<file path="src/rtl/pipeline_pkg.sv">
// Shared pipeline constants: mult/div FSM encoding, default latencies and register-compare helper.
package pipeline_pkg;

  localparam int unsigned REG_W           = 5;
  localparam int unsigned STALL_CNT_W     = 32;
  localparam int unsigned MULT_CYCLES_DEF = 4;
  localparam int unsigned DIV_CYCLES_DEF  = 32;

  localparam logic [0:0] MD_IDLE = 1'b0;
  localparam logic [0:0] MD_BUSY = 1'b1;

  // True when a nonzero destination register feeds the given source register.
  function automatic logic reg_match(input logic [REG_W-1:0] dst, input logic [REG_W-1:0] src);
    return (dst != '0) && (dst == src);
  endfunction

endpackage

</file>
<file path="src/rtl/md_busy_timer.sv">
// HI/LO unit occupancy timer: goes busy for a fixed number of cycles per MULT/DIV start.
module md_busy_timer
  import pipeline_pkg::*;
#(
  parameter int unsigned MULT_CYCLES = MULT_CYCLES_DEF,
  parameter int unsigned DIV_CYCLES  = DIV_CYCLES_DEF
) (
  input  logic clk,
  input  logic reset,
  input  logic start,
  input  logic is_div,
  output logic busy
);

  localparam int unsigned MAX_CYCLES = (DIV_CYCLES > MULT_CYCLES) ? DIV_CYCLES : MULT_CYCLES;
  localparam int unsigned CNT_W      = (MAX_CYCLES > 1) ? $clog2(MAX_CYCLES) : 1;

  logic [0:0]       state_q, state_d;
  logic [CNT_W-1:0] cnt_q, cnt_d;

  always_ff @(posedge clk) begin
    if (reset) begin
      state_q <= MD_IDLE;
      cnt_q   <= '0;
    end else begin
      state_q <= state_d;
      cnt_q   <= cnt_d;
    end
  end

  // A start seen while already busy is ignored; the HI/LO interlock keeps it from happening.
  always_comb begin
    state_d = state_q;
    cnt_d   = cnt_q;
    case (state_q)
      MD_IDLE: begin
        if (start) begin
          state_d = MD_BUSY;
          cnt_d   = is_div ? CNT_W'(DIV_CYCLES - 1) : CNT_W'(MULT_CYCLES - 1);
        end
      end
      MD_BUSY: begin
        if (cnt_q == '0) begin
          state_d = MD_IDLE;
        end else begin
          cnt_d = cnt_q - CNT_W'(1);
        end
      end
      default: begin
        state_d = MD_IDLE;
        cnt_d   = '0;
      end
    endcase
  end

  assign busy = (state_q == MD_BUSY);

endmodule

</file>
<file path="src/rtl/hazard_unit.sv">
// Pipeline hazard detection: load-use, branch-operand and HI/LO interlocks plus stall accounting.
module hazard_unit
  import pipeline_pkg::*;
#(
  parameter int unsigned MULT_CYCLES = MULT_CYCLES_DEF,
  parameter int unsigned DIV_CYCLES  = DIV_CYCLES_DEF
) (
  input  logic                   clk,
  input  logic                   reset,
  input  logic [REG_W-1:0]       IF_ID_RegisterRs,
  input  logic [REG_W-1:0]       IF_ID_RegisterRt,
  input  logic                   IF_ID_UsesRt,
  input  logic                   IF_ID_Branch,
  input  logic                   IF_ID_BranchTaken,
  input  logic                   IF_ID_Jump,
  input  logic                   IF_ID_HiLoUse,
  input  logic                   ID_EX_MemRead,
  input  logic                   ID_EX_RegWrite,
  input  logic [REG_W-1:0]       ID_EX_RegWriteDst,
  input  logic                   ID_EX_MdStart,
  input  logic                   ID_EX_MdIsDiv,
  input  logic                   EX_MEM_MemRead,
  input  logic [REG_W-1:0]       EX_MEM_RegWriteDst,
  output logic                   PC_Write,
  output logic                   IF_ID_Write,
  output logic                   IF_ID_Flush,
  output logic                   ID_EX_Flush,
  output logic                   MdBusy,
  output logic [STALL_CNT_W-1:0] StallCount
);

  logic ex_rs, ex_rt, mem_rs, mem_rt;
  logic lu_hazard, be_hazard, bm_hazard, hl_hazard, stall;

  md_busy_timer #(
    .MULT_CYCLES(MULT_CYCLES),
    .DIV_CYCLES (DIV_CYCLES)
  ) u_md_busy_timer (
    .clk   (clk),
    .reset (reset),
    .start (ID_EX_MdStart),
    .is_div(ID_EX_MdIsDiv),
    .busy  (MdBusy)
  );

  assign ex_rs  = reg_match(ID_EX_RegWriteDst, IF_ID_RegisterRs);
  assign ex_rt  = reg_match(ID_EX_RegWriteDst, IF_ID_RegisterRt) && IF_ID_UsesRt;
  assign mem_rs = reg_match(EX_MEM_RegWriteDst, IF_ID_RegisterRs);
  assign mem_rt = reg_match(EX_MEM_RegWriteDst, IF_ID_RegisterRt) && IF_ID_UsesRt;

  // Jumps only ever source Rs; branches may source both operands.
  assign lu_hazard = ID_EX_MemRead && (ex_rs || ex_rt);
  assign be_hazard = ID_EX_RegWrite &&
                     ((IF_ID_Branch && (ex_rs || ex_rt)) || (IF_ID_Jump && ex_rs));
  assign bm_hazard = IF_ID_Branch && EX_MEM_MemRead && (mem_rs || mem_rt);
  assign hl_hazard = IF_ID_HiLoUse && MdBusy;
  assign stall     = lu_hazard || be_hazard || bm_hazard || hl_hazard;

  assign PC_Write    = !stall;
  assign IF_ID_Write = !stall;
  assign ID_EX_Flush = stall;
  assign IF_ID_Flush = !stall && (IF_ID_Jump || (IF_ID_Branch && IF_ID_BranchTaken));

  always_ff @(posedge clk) begin
    if (reset) begin
      StallCount <= '0;
    end else if (stall) begin
      StallCount <= StallCount + STALL_CNT_W'(1);
    end
  end

endmodule
</file>
<file path="config.mk">
export PLATFORM = sky130hd
export DESIGN_NAME = hazard_unit
export DESIGN_NICKNAME = d
export VERILOG_FILES = /design/src/rtl/pipeline_pkg.sv /design/src/rtl/md_busy_timer.sv /design/src/rtl/hazard_unit.sv
export SDC_FILE = /design/constraint.sdc
export NUM_CORES = 1
export LEC_CHECK = 0
export CORE_ASPECT_RATIO = 0.7
export CORE_MARGIN = 4
export CORE_UTILIZATION = 51
export DETAILED_ROUTE_END_ITERATION = 16
export GPL_ROUTABILITY_DRIVEN = 1
export PLACE_DENSITY = 0.86
export SLEW_MARGIN = 10
export SYNTH_ARGS = -nofsm -noshare
export SYNTH_HDL_FRONTEND = slang
export SYNTH_HIERARCHICAL = 1
export SYNTH_SLANG_ARGS = --single-unit
</file>
<file path="constraint.sdc">
create_clock -name clk -period 3.2 [get_ports clk]
set_input_delay 0.32 -clock clk [delete_from_list [all_inputs] [get_ports clk]]
set_output_delay 0.32 -clock clk [all_outputs]
set_load 0.1 [all_outputs]
</file>
# After elaboration in Yosys (flattened, before gate mapping)
# Cells that the tools add are included.
# op_classes
bitwise_logic	1
addsub	2
eq_ne	6
muxes	7
reduce_logical	27
# op_table
op	n
adder 32 x 1 -> 32 bit, second input constant	1
equality test 5 bit	4
logical AND 1 bit	15
two-way mux 5 bit	3
case mux 5 bit (2 select lines)	1
nonzero test 5 bit	2
logical OR 1 bit	7
zero test 5 bit	1
subtractor 5 x 1 -> 5 bit, second input constant	1
inequality test 2 bit, second input constant	2
two-way mux 1 bit	2
case mux 1 bit (2 select lines)	1
AND reduction 2 bit	1
zero test 1 bit	1
inverter 1 bit	1
# word_totals
register_bits	38
input_bits	32
out_inout_bits	37
wordCells	46

# Longest topological paths before layout
# Gate-level depths: netlist of the first run.
# depth
depth_word	12
ltp_mapped	9
mapped_depth_nobuf	8

# Modules after synthesis
# The synthesis of the first run kept the hierarchy.
# by_module_without_submodules
mod	area_each_um2	cells_per_inst	seq_area_each_um2	instances
hazard_unit	1960.6	222	640.6	1
md_busy_timer	320.3	32	120.1	1

# Worst setup path before layout of the first run
# Ideal clock, no wire load.
# synth_timing
path_kind	in2out
from	input EX_MEM_RegWriteDst[1]
to	output IF_ID_Flush
path_slack_ns	-0.275
arrival_ns	3.155
n_path_buf	1
cell_stages	7
cell_sequence	or4_1 o211ai_2 a2bb2oi_4 and2_4 buf_4 inv_2 nor2_1
# synth_via
elab_chain_len	9
word_cells_on_any_way	12
cone_classes	eq/ne (2); reduce/logical (10)
# synth_lines
item	line_no	text
start, declared	hazard_unit.sv:23	input logic [REG_W-1:0] EX_MEM_RegWriteDst,
equality test 5 bit or nonzero test 5 bit (tied branches)	pipeline_pkg.sv:14	return (dst != '0) && (dst == src);
logical AND 1 bit	pipeline_pkg.sv:14	
logical AND 1 bit	hazard_unit.sv:49	assign mem_rt = reg_match(EX_MEM_RegWriteDst, IF_ID_RegisterRt) && IF_ID_UsesRt;
logical OR 1 bit *	hazard_unit.sv:55	assign bm_hazard = IF_ID_Branch && EX_MEM_MemRead && (mem_rs || mem_rt);
logical AND 1 bit *	hazard_unit.sv:55	
logical OR 1 bit * (2 in a row)	hazard_unit.sv:57	assign stall = lu_hazard || be_hazard || bm_hazard || hl_hazard;
net ID_EX_Flush	hazard_unit.sv:27	output logic ID_EX_Flush,
zero test 1 bit *	hazard_unit.sv:62	assign IF_ID_Flush = !stall && (IF_ID_Jump || (IF_ID_Branch && IF_ID_BranchTaken));
logical AND 1 bit *	hazard_unit.sv:62	
end, declared	hazard_unit.sv:26	output logic IF_ID_Flush,
# Mark *: on every way through the listed nets, which the timed path passes. The rest lies on a longest branch.

# Worst setup path in the final report of the first run
# layout_timing
from	input EX_MEM_RegWriteDst[1]
to	output IF_ID_Flush
# layout_via
elab_chain_len	9
word_cells_on_any_way	12
cone_classes	eq/ne (2); reduce/logical (10)
# layout_lines
item	line_no
equality test 5 bit or nonzero test 5 bit (tied branches)	pipeline_pkg.sv:14
logical AND 1 bit	pipeline_pkg.sv:14
logical AND 1 bit	hazard_unit.sv:49
logical OR 1 bit *	hazard_unit.sv:55
logical AND 1 bit *	hazard_unit.sv:55
logical OR 1 bit * (2 in a row)	hazard_unit.sv:57
zero test 1 bit *	hazard_unit.sv:62
logical AND 1 bit *	hazard_unit.sv:62
# Mark *: on every way between the ends. The rest lies on a longest branch, timed or not.

==> flow_summary_export.csv, run 1 <==
group,metric,value,unit
status,outcome,"finished clean",
logic_synthesis,ys_ff_latch,38,
power,leakage,0.001014,uW
power,power_density,350.9,nW/um^2
grt,antenna_found_initial,0,
layout,num-nets-final,356,
power,p_total,1097,uW
worst_setup_path,critPathKind,"in2out",
logic_synthesis,yosysWarningCount,6,
detailed_routing,num_vias,2172,
detailed_routing,drt_iter0_drc,84,
timing,min_period_over_period,0.8820,
clock_network,post_cts_buffers,0,
layout,diodes,0,
placement,gp_congestion,0.8957,
worst_setup_path,crit_arrival,2.50,ns
worst_setup_path,cp.required,2.88,ns
logic_synthesis,synth_top_flop_cell,"dfxtp_1",
logic_synthesis,yosys.area.top_type,"dfxtp_1",
layout,final_cell_count_no_fill,378,
worst_setup_path,cp-end-kind,"output pin",
timing,skew,0.007727,ns
die,rows,20,
power,p_int,767.9,uW
detailed_routing,first_pass_iters,4,
power,pwr-share-seq,0.456,
detailed_routing,wl_per_cell,15.25,um
die,fp.dieW,87.93,um
placement,port_buffers,68,
worst_setup_path,ff2ff_setup_slack,0.87,ns
placement,hpwl,4.314,mm
placement,place_inst,370,
timing,min_period,2.822,ns
logic_synthesis,synthCells,254,
worst_setup_path,start_kind,"input pin",
flow_run,drv_cap,0,
clock_network,post_cts_resized,0,
layout,layout-drive-gt1-share,0.1084,
die,die_h,63.95,um
logic_synthesis,async_flop_share,0,
grt,grt_pass1_vias,2112,
worst_setup_path,critPathCapture,"IF_ID_Flush",
clock_network,path_clk_slew,0.07,ns
worst_setup_path,timing.rr.start,"StallCount[2]",
power,vdd_ir_drop_max,0.2562,mV
die,initial_core_util,0.5269,
clock_network,cts-root-buf,"clkbuf_8",
power,combPwrFrac,0.240,
detailed_routing,drc,0,
clock_network,clk_path_buf_depth,2,
power,switchingPower,328.9,uW
clock_network,cts_buffers,5,
layout,areaGrowthSynthToFinish,37.03,%
grt,grt_usage,0.2120,
die,dieArea,5623,um^2
logic_synthesis,yosys.cell_types.count,53,
power,p_clk_frac,0.304,
detailed_routing,vias_per_cell,5.746,
power,switching_share,0.2999,
clock_network,insertion_delay,0.28,ns
timing,slew_headroom,0.3346,
timing,fmax,0.3543,GHz
timing,rsz0062_at_grt,"false",
logic_synthesis,synth_area,2281,um^2
clock_network,cts_tree,"built",
grt,grt_max_degree,24,
timing,worst_pin_slew,0.9950,ns
logic_synthesis,synth_nets,288,
timing,setup_violations,0,
logic_synthesis,ys_top_cells_by_area,"dfxtp_1 (33%), xnor2_1 (8.8%), xor2_1 (4.6%)",
layout,fin_util,0.7220,
detailed_routing,drt-total-wl,5.764,mm
timing,hold_viol,0,
timing,fin_ws,0.3775,ns
logic_synthesis,synth_top_area_frac,0.3335,
logic_synthesis,post-synth-top-count-cell,"dfxtp_1",
worst_setup_path,path_max_fanout,23,
grt,grt_pass1_wl,9.680,mm
clock_network,ctsHoldBuffers,0,
hold_path,hold_path_class,"reg2reg",
placement,dp_slack,0.3716,ns
detailed_routing,drtAntennaViolNets,0,
die,coreArea,4329,um^2
logic_synthesis,synthTopCellsByCount,"dfxtp_1 (38), nor2_1 (23), xnor2_1 (23)",
clock_network,cts_num_sinks,38,
worst_setup_path,regToRegEndpoint,"StallCount[31]",
die,pin_count,69,
logic_synthesis,synth_seq_area_share,0.3335,
worst_setup_path,crit_start,"EX_MEM_RegWriteDst[1]",
worst_setup_path,r2r_cells,6,
timing,slew_violations,0,
logic_synthesis,synth_edf_count,0,
logic_synthesis,avgSynthCellArea,8.980,um^2
timing,setup_tns,0,ns
grt,grt.overflow.total,0,
clock_network,htreeDepth,2,
==> layout make-up <==
cell class,instances,area (um^2)
Clock buffer,7,86.33
Clock inverter,1,5.005
Fill cell,318,1204
Inverter,11,41.29
Multi-Input combinational cell,194,1415
Sequential cell,38,760.7
Tap cell,55,68.82
Timing Repair Buffer,72,748.2
==> registers in the layout (all words and copies together) (netlist names) <==
signal	cells
u_md_busy_timer/busy	1
u_md_busy_timer/cnt_q	5
StallCount	32
==> per-stage QoR <==
step           instance area, um^2  hold slack (ns)
6_report                      3126           0.5067
5_1_grt                       3126           0.5396
4_1_cts                       3126           0.5008
3_5_place_dp                  3034           0.4909
3_3_place_gp                  3034           0.4805
2_1_floorplan                 2283           0.3891
==> power groups by stage <==
stage	Sequential, uW	Clock (uW)	Combinational, uW
floorplan	530	0	148
global placement	511	0	258
detailed placement	512	0	261
CTS	500	339	263
global route	502	364	280
finish	501	333	263
==> per-layer routing <==
| layer | part of all wire | global-route usage | up-vias |
|---|---|---|---|
| li1 | - | - | 1069 |
| met1 | 0.45 | 0.2791 | 1023 |
| met2 | 0.46 | 0.3412 | 72 |
| met3 | 0.084 | 0.06830 | 8 |
| met4 | 0.0078 | 0.04023 | 0 |
| met5 | 0 | 0 | - |
==> how the worst min path moves through the flow <==
stage	startpoint	endpoint	slack, ns	cells after the start
floorplan	reset	u_md_busy_timer/cnt_q[4]	0.39	1
global placement	u_md_busy_timer/cnt_q[1]	u_md_busy_timer/cnt_q[1]	0.48	2
detailed placement	u_md_busy_timer/cnt_q[1]	u_md_busy_timer/cnt_q[1]	0.49	2
CTS	u_md_busy_timer/cnt_q[1]	u_md_busy_timer/cnt_q[1]	0.50	2
global route	StallCount[4]	StallCount[4]	0.54	2
finish	u_md_busy_timer/cnt_q[1]	u_md_busy_timer/cnt_q[1]	0.51	2
==> layout by cell type (no fill, tap or decap), types with 3 or more instances in the layout <==
cell type        Yosys  routed
a31o_1               3       3
inv_1               10      10
and4_1               4       4
a21oi_1             17      17
and3_1               7       7
nor2_1              23      22
a2111oi_1            3       3
clkdlybuf4s50_1      0      63
buf_12               0       4
nand3b_1             5       5
nand2b_1             3       3
nand3_1             11      11
dfxtp_1             38      38
xor2_1              12      12
nand4_1              5       5
o21ai_1              7       7
clkbuf_8             0       6
buf_4                2       5
or3_1                7       7
nand2_1             10      10
xnor2_1             23      23
a2111oi_2            6       6
nor3_1               4       4
o31ai_1              3       3
or4_1                5       5
==> cells by family (layout without fill, tap and decap cells) <==
logic type,count (synthesis),in the layout,synth area share
AOI/OAI and AO/OA,61,61,0.2282
buffers and inverters,22,91,0.04717
xor gates and xnor gates,35,35,0.1344
DFF,38,38,0.3335
and+or+nand+nor,92,92,0.2222
adders and majority gates,2,2,0.01097
muxes,4,4,0.02359
==> critical path, cell delays in order <==
cell and delay [ns]:
clkdlybuf4s50_1 0.47, or4_1 0.57, o211ai_2 0.20, a2bb2oi_4 0.16, and2_4 0.31, inv_2 0.12
nor2_2 0.16, buf_12 0.19
No activity file was read; power rests on OpenSTA's default activity.
==> run 2: changes to the inputs <==
--- a/config.mk
+++ b/config.mk
@@ -7,12 +7,11 @@
 export LEC_CHECK = 0
 export CORE_ASPECT_RATIO = 0.7
 export CORE_MARGIN = 4
-export CORE_UTILIZATION = 51
+export CORE_UTILIZATION = 52
 export DETAILED_ROUTE_END_ITERATION = 16
 export GPL_ROUTABILITY_DRIVEN = 1
-export PLACE_DENSITY = 0.86
+export PLACE_DENSITY = 0.85
 export SLEW_MARGIN = 10
 export SYNTH_ARGS = -nofsm -noshare
 export SYNTH_HDL_FRONTEND = slang
-export SYNTH_HIERARCHICAL = 1
 export SYNTH_SLANG_ARGS = --single-unit
==> run 2 against run 1 <==
Register-to-register slack hardly changed. Total power is 0.27% lower. Sequential power is 0.8% lower. First-iteration DRC count grew to 2.5 times the previous value. Final cell count is 11% higher. Largest cell class unchanged.
==> flow_summary_export.csv, run 2 <==
group,metric,value,unit
status,outcome,"finished clean",
clock_network,cts-root-buf,"clkbuf_8",
timing,min_period_over_period,0.8810,
layout,mostFrequentLayoutCells,"clkdlybuf4s50_1 (62), nor2_1 (39), dfxtp_1 (37), nor2b_1 (31), mux2_2 (28)",
clock_network,cts_num_sinks,38,
die,die_h,66.30,um
clock_network,htreeDepth,2,
worst_setup_path,cp-end-kind,"output pin",
logic_synthesis,yosys.area.top_type,"dfxtp_1",
logic_synthesis,synth_nets,337,
layout,areaGrowthSynthToFinish,31.76,%
placement,gp_congestion,0.8264,
logic_synthesis,synth_fa_ha_area_frac,0.01487,
clock_network,cts_buffers,5,
timing,setup_tns,0,ns
clock_network,post_cts_resized,0,
logic_synthesis,synth_xor_area_frac,0.06938,
detailed_routing,drtAntennaViolNets,0,
logic_synthesis,synth_seq_area_share,0.3013,
detailed_routing,num_vias,2454,
placement,port_buffers,68,
grt,grt_pass1_wl,10.85,mm
layout,layout-drive-gt1-share,0.1488,
worst_setup_path,cp.required,2.88,ns
layout,final_common_cell,"clkdlybuf4s50_1",
detailed_routing,vias_per_cell,5.871,
logic_synthesis,avgSynthCellArea,8.361,um^2
detailed_routing,first_pass_iters,4,
timing,fmax,0.3547,GHz
logic_synthesis,synth_area,2525,um^2
logic_synthesis,synth_top_flop_cell,"dfxtp_1",
logic_synthesis,yosysWarningCount,0,
worst_setup_path,ff2ff_setup_slack,0.86,ns
timing,skew,0.006064,ns
timing,rsz0062_at_grt,"false",
clock_network,path_clk_slew,0.07,ns
die,initial_core_util,0.5606,
placement,hpwl,4.748,mm
power,power_density,328.8,nW/um^2
layout,finalInstanceArea,3327,um^2
layout,diodes,0,
logic_synthesis,synth_compound_area_frac,0.1506,
grt,grt_pass1_vias,2238,
clock_network,clk_path_buf_depth,2,
die,pin_count,69,
detailed_routing,drt_iter0_drc,210,
worst_setup_path,crit_arrival,2.50,ns
logic_synthesis,synth_edf_count,0,
clock_network,ctsHoldBuffers,0,
detailed_routing,drc,0,
logic_synthesis,yosys.cell_types.count,43,
grt,antenna_found_initial,0,
logic_synthesis,synthCells,302,
detailed_routing,drt-total-wl,6.497,mm
logic_synthesis,synthMuxAreaShare,0.1338,
die,coreArea,4504,um^2
timing,min_period,2.819,ns
power,leakage,0.001211,uW
grt,grt_usage,0.2224,
logic_synthesis,synth_top_area_frac,0.3013,
logic_synthesis,ys_top_cells_by_area,"dfxtp_1 (30%), mux2_2 (12%), nor2b_1 (7.7%)",
timing,setup_violations,0,
layout,num-nets-final,397,
worst_setup_path,critPathKind,"in2out",
grt,grt_max_degree,69,
placement,place_area,3236,um^2
logic_synthesis,post-synth-top-count-cell,"nor2_1",
logic_synthesis,synthSimpleGateAreaFrac,0.2830,
worst_setup_path,path_max_fanout,31,
layout,largest_register,"StallCount",
clock_network,cts_tree,"built",
layout,largest_reg_flops,32,
die,fp.dieW,91.29,um
timing,slew_headroom,0.2559,
die,rows,20,
timing,slew_violations,0,
timing,hold_viol,0,
clock_network,post_cts_buffers,0,
logic_synthesis,ys_ff_latch,38,
clock_network,insertion_delay,0.29,ns
detailed_routing,wl_per_cell,15.54,um
logic_synthesis,async_flop_share,0,
timing,worst_pin_slew,1.116,ns
flow_run,drv_cap,0,
power,vdd_ir_drop_max,0.2214,mV
hold_path,hold_path_class,"reg2reg",
worst_setup_path,start_kind,"input pin",
logic_synthesis,synthTopCellsByCount,"nor2_1 (40), dfxtp_1 (38), nor2b_1 (31)",
logic_synthesis,synth_top_family_by_area,"simple AND/OR/NAND/NOR gates",
die,dieArea,6052,um^2
grt,grt.overflow.total,0,
[run 2: cell count changes after synthesis, sizes merged, moves of 5 or more]
cell,before,now
inv,11,6
nor2b,1,31
nand4,5,14
a2111oi,10,2
mux2,1,30
nor2,23,40
xnor2,23,4
a211oi,4,11
nand3b,5,0
or3,7,1
[run 2: metrics by stage]
| step | cells | hold WS [ns] | utilization | setup WS, ns | power (uW) |
|---|---|---|---|---|---|
| detailed placement | 410 | 0.5043 | 0.7183 | 0.3963 | 761.8 |
| floorplan | 302 | 0.4712 | - | 0.02658 | 667.0 |
| CTS | 418 | 0.5207 | 0.7386 | 0.3800 | 1101 |
| global route | 418 | 0.5549 | 0.7386 | 0.3163 | 1143 |
| finish | 418 | 0.5302 | 0.7386 | 0.3807 | 1094 |
| global placement | 410 | 0.5005 | 0.7183 | 0.4589 | 756.1 |
[run 2: path summary, 6_finish.rpt]
kind / cells past startpoint / start / to
worst max register to register: 6 / StallCount[2] / StallCount[29]
worst max-delay path: 7 / EX_MEM_RegWriteDst[1] / IF_ID_Flush
worst min register to register: 2 / u_md_busy_timer.cnt_q[3] / u_md_busy_timer.cnt_q[3]
worst min-delay path: 2 / u_md_busy_timer.cnt_q[3] / u_md_busy_timer.cnt_q[3]
[run 2: area by class of cell]
cell class                      instances  area [um^2]
Tap cell                               55        68.82
Clock inverter                          1        5.005
Multi-Input combinational cell        241         1650
Fill cell                             353         1177
Sequential cell                        38        762.0
Timing Repair Buffer                   70        728.2
Clock buffer                            7        86.33
Inverter                                6        26.28
[run 2: where the power goes]
part / leakage, uW / internal [uW] / switching (uW)
logic: 0.000855 / 101 / 155
clock network: 0.0000482 / 174 / 167
registers: 0.000308 / 484 / 13.0
total: 0.00121 / 759 / 335
[run 2: cell families (layout without fill, tap and decap cells)]
group           count (synthesis)  count (layout)
simple gates                  133             133
flops                          38              38
compound gates                 55              55
buf+inv                        23              84
fa+ha+maj                       3               3
mux                            30              30
xor+xnor                       20              20
[run 2: critical path, stage by stage]
cell             delay, ns
clkdlybuf4s50_1       0.47
or4_1                 0.57
o211ai_2              0.19
o21a_4                0.38
nand2_2               0.18
nor2_2                0.19
buf_12                0.19
[run 2: layer usage]
metal  vias to the layer above  global-route usage  share of wire
li1                       1204                   -              -
met1                      1140              0.3246           0.50
met2                       103              0.3281           0.43
met3                         7             0.06257          0.069
met4                         0             0.03571         0.0074
met5                         -                   0              0
==> run 3: changes to the inputs <==
--- a/config.mk
+++ b/config.mk
@@ -6,7 +6,6 @@
 export NUM_CORES = 1
 export LEC_CHECK = 0
 export CORE_ASPECT_RATIO = 0.7
-export CORE_MARGIN = 4
 export CORE_UTILIZATION = 52
 export DETAILED_ROUTE_END_ITERATION = 16
 export GPL_ROUTABILITY_DRIVEN = 1
==> run 3 against run 2 <==
Via count fell by 1.5%. Register-to-register slack about the same. Count of clock-buffer cells in the layout unchanged. Flip-flop and latch count is the same. Critical endpoint unchanged.
==> flow_summary_export.csv, run 3 (synthesized netlist as in run 2, its figures left out) <==
group,metric,value,unit
placement,gp_congestion,0.8738,
worst_setup_path,r2r_cells,6,
placement,place_inst,410,
hold_path,worst_hold_path.endpoint,"u_md_busy_timer.cnt_q[3]",
layout,layout-drive-gt1-share,0.1488,
detailed_routing,vias_per_cell,5.782,
clock_network,path_clk_slew,0.07,ns
hold_path,min-delay-start,"u_md_busy_timer.cnt_q[3]",
grt,grt_pass1_wl,10.69,mm
worst_setup_path,critical_path_buf_inv_count,2,
detailed_routing,top_layer_used,"met4",
clock_network,cts-root-buf,"clkbuf_8",
timing,min_period,2.790,ns
worst_setup_path,regToRegEndpoint,"StallCount[29]",
layout,areaGrowthSynthToFinish,31.76,%
detailed_routing,drc,0,
worst_setup_path,ff2ff_setup_slack,0.87,ns
die,dieArea,5143,um^2
timing,whs,0.5403,ns
grt,grt.overflow.total,0,
worst_setup_path,path_max_fanout,31,
layout,num-nets-final,397,
worst_setup_path,crit_arrival,2.47,ns
timing,setup_violations,0,
worst_setup_path,critPathKind,"in2out",
timing,worst_pin_slew,1.112,ns
clock_network,ctsHoldBuffers,0,
clock_network,post_cts_resized,0,
layout,largest_register,"StallCount",
power,leakage,0.001211,uW
die,die_h,60.30,um
timing,rsz0062_at_grt,"false",
detailed_routing,num_vias,2417,
hold_path,min_delay_path_depth,2,
clock_network,clk_path_buf_depth,2,
placement,dp_slack,0.4182,ns
clock_network,cts_tree,"built",
placement,hpwl,4.664,mm
die,initial_core_util,0.5606,
layout,largest_reg_flops,32,
die,fp.dieW,85.29,um
die,coreArea,4504,um^2
power,vdd_ir_drop_max,0.2235,mV
timing,slew_violations,0,
worst_setup_path,timing.rr.start,"StallCount[2]",
detailed_routing,drt-total-wl,6.608,mm
detailed_routing,drt_iter0_drc,206,
layout,final_cell_count_no_fill,418,
worst_setup_path,cp-end-kind,"output pin",
worst_setup_path,cp_slowest_cell,"or4_1",
flow_run,drv_cap,0,
worst_setup_path,cpPeakStageDelay,0.56,ns
die,pin_count,69,
placement,port_buffers,68,
status,outcome,"finished clean",
worst_setup_path,start_kind,"input pin",
die,rows,20,
power,power_density,330.1,nW/um^2
grt,grt_pass1_vias,2162,
clock_network,cts_num_sinks,38,
clock_network,cts_buffers,5,
detailed_routing,wl_per_cell,15.81,um
layout,final.fill_count,334,
detailed_routing,wl_met2,2.846,mm
layout,diodes,0,
grt,grt_usage,0.2706,
layout,final_common_cell,"clkdlybuf4s50_1",
timing,hold_viol,0,
timing,min_period_over_period,0.8718,
worst_setup_path,path_cells,"clkdlybuf4s50_1, or4_1, o211ai_2, o21a_4, nand2_2, nor2_2, buf_12",
worst_setup_path,cp.required,2.88,ns
detailed_routing,dr_wl_met3,506,um
worst_setup_path,crit_family,"simple AND/OR/NAND/NOR gates",
detailed_routing,drtAntennaViolNets,0,
hold_path,hold_path_class,"reg2reg",
timing,setup_tns,0,ns
power,p_total,1098,uW
timing,skew,0.005813,ns
grt,antenna_found_initial,0,
detailed_routing,first_pass_iters,5,
layout,mostFrequentLayoutCells,"clkdlybuf4s50_1 (62), nor2_1 (39), dfxtp_1 (37), nor2b_1 (31), mux2_2 (28)",
grt,grt_max_degree,69,
detailed_routing,wl_met1,3.200,mm
timing,slew_headroom,0.2584,
clock_network,htreeDepth,2,
clock_network,post_cts_buffers,0,
timing,fin_ws,0.4101,ns
timing,fmax,0.3584,GHz
clock_network,insertion_delay,0.29,ns
==> run 3: layer usage <==
metal  vias to the layer above  global-route usage
met5                         -                   0
met1                      1112              0.3726
li1                       1204                   -
met4                         0             0.05714
met2                        95              0.4320
met3                         6             0.07320
==> run 3: cell type report <==
cell class / instances / area [um^2] / share of cell area
multi-input combinational: 241 / 1650 / 0.4961
clock inverter: 1 / 5.005 / 0.001504
sequential: 38 / 762.0 / 0.2290
tap: 55 / 68.82 / 0.02068
inverter: 6 / 26.28 / 0.007898
clock buffer: 7 / 86.33 / 0.02595
timing repair buffer: 70 / 728.2 / 0.2189
==> run 3: through the flow <==
step,util,instance area [um^2]
finish,0.7386,3327
floorplan,-,2535
detailed placement,0.7183,3236
CTS,0.7386,3327
global placement,0.7183,3236
global route,0.7386,3327
==> run 3: power breakdown <==
| part | internal [uW] | leakage [uW] | total, uW | switching (uW) |
|---|---|---|---|---|
| combinational | 101 | 0.000855 | 256 | 155 |
| clock | 174 | 0.0000482 | 344 | 170 |
| sequential | 484 | 0.000308 | 498 | 14.4 |
| total | 759 | 0.00121 | 1100 | 340 |
==> run 3: worst min-delay path: stages (launching register included) <==
cell and delay [ns]:
dfxtp_1 0.34, o21ai_0 0.08, a21oi_1 0.07
==> run 3: worst max path at each step <==
stage	start	end	slack, ns	cells after the start
floorplan	IF_ID_RegisterRt[3]	PC_Write	0.03	9
global placement	EX_MEM_RegWriteDst[1]	IF_ID_Flush	0.47	7
detailed placement	EX_MEM_RegWriteDst[1]	IF_ID_Flush	0.42	7
CTS	EX_MEM_RegWriteDst[1]	IF_ID_Flush	0.42	7
global route	EX_MEM_RegWriteDst[1]	IF_ID_Flush	0.32	7
finish	EX_MEM_RegWriteDst[1]	IF_ID_Flush	0.41	7
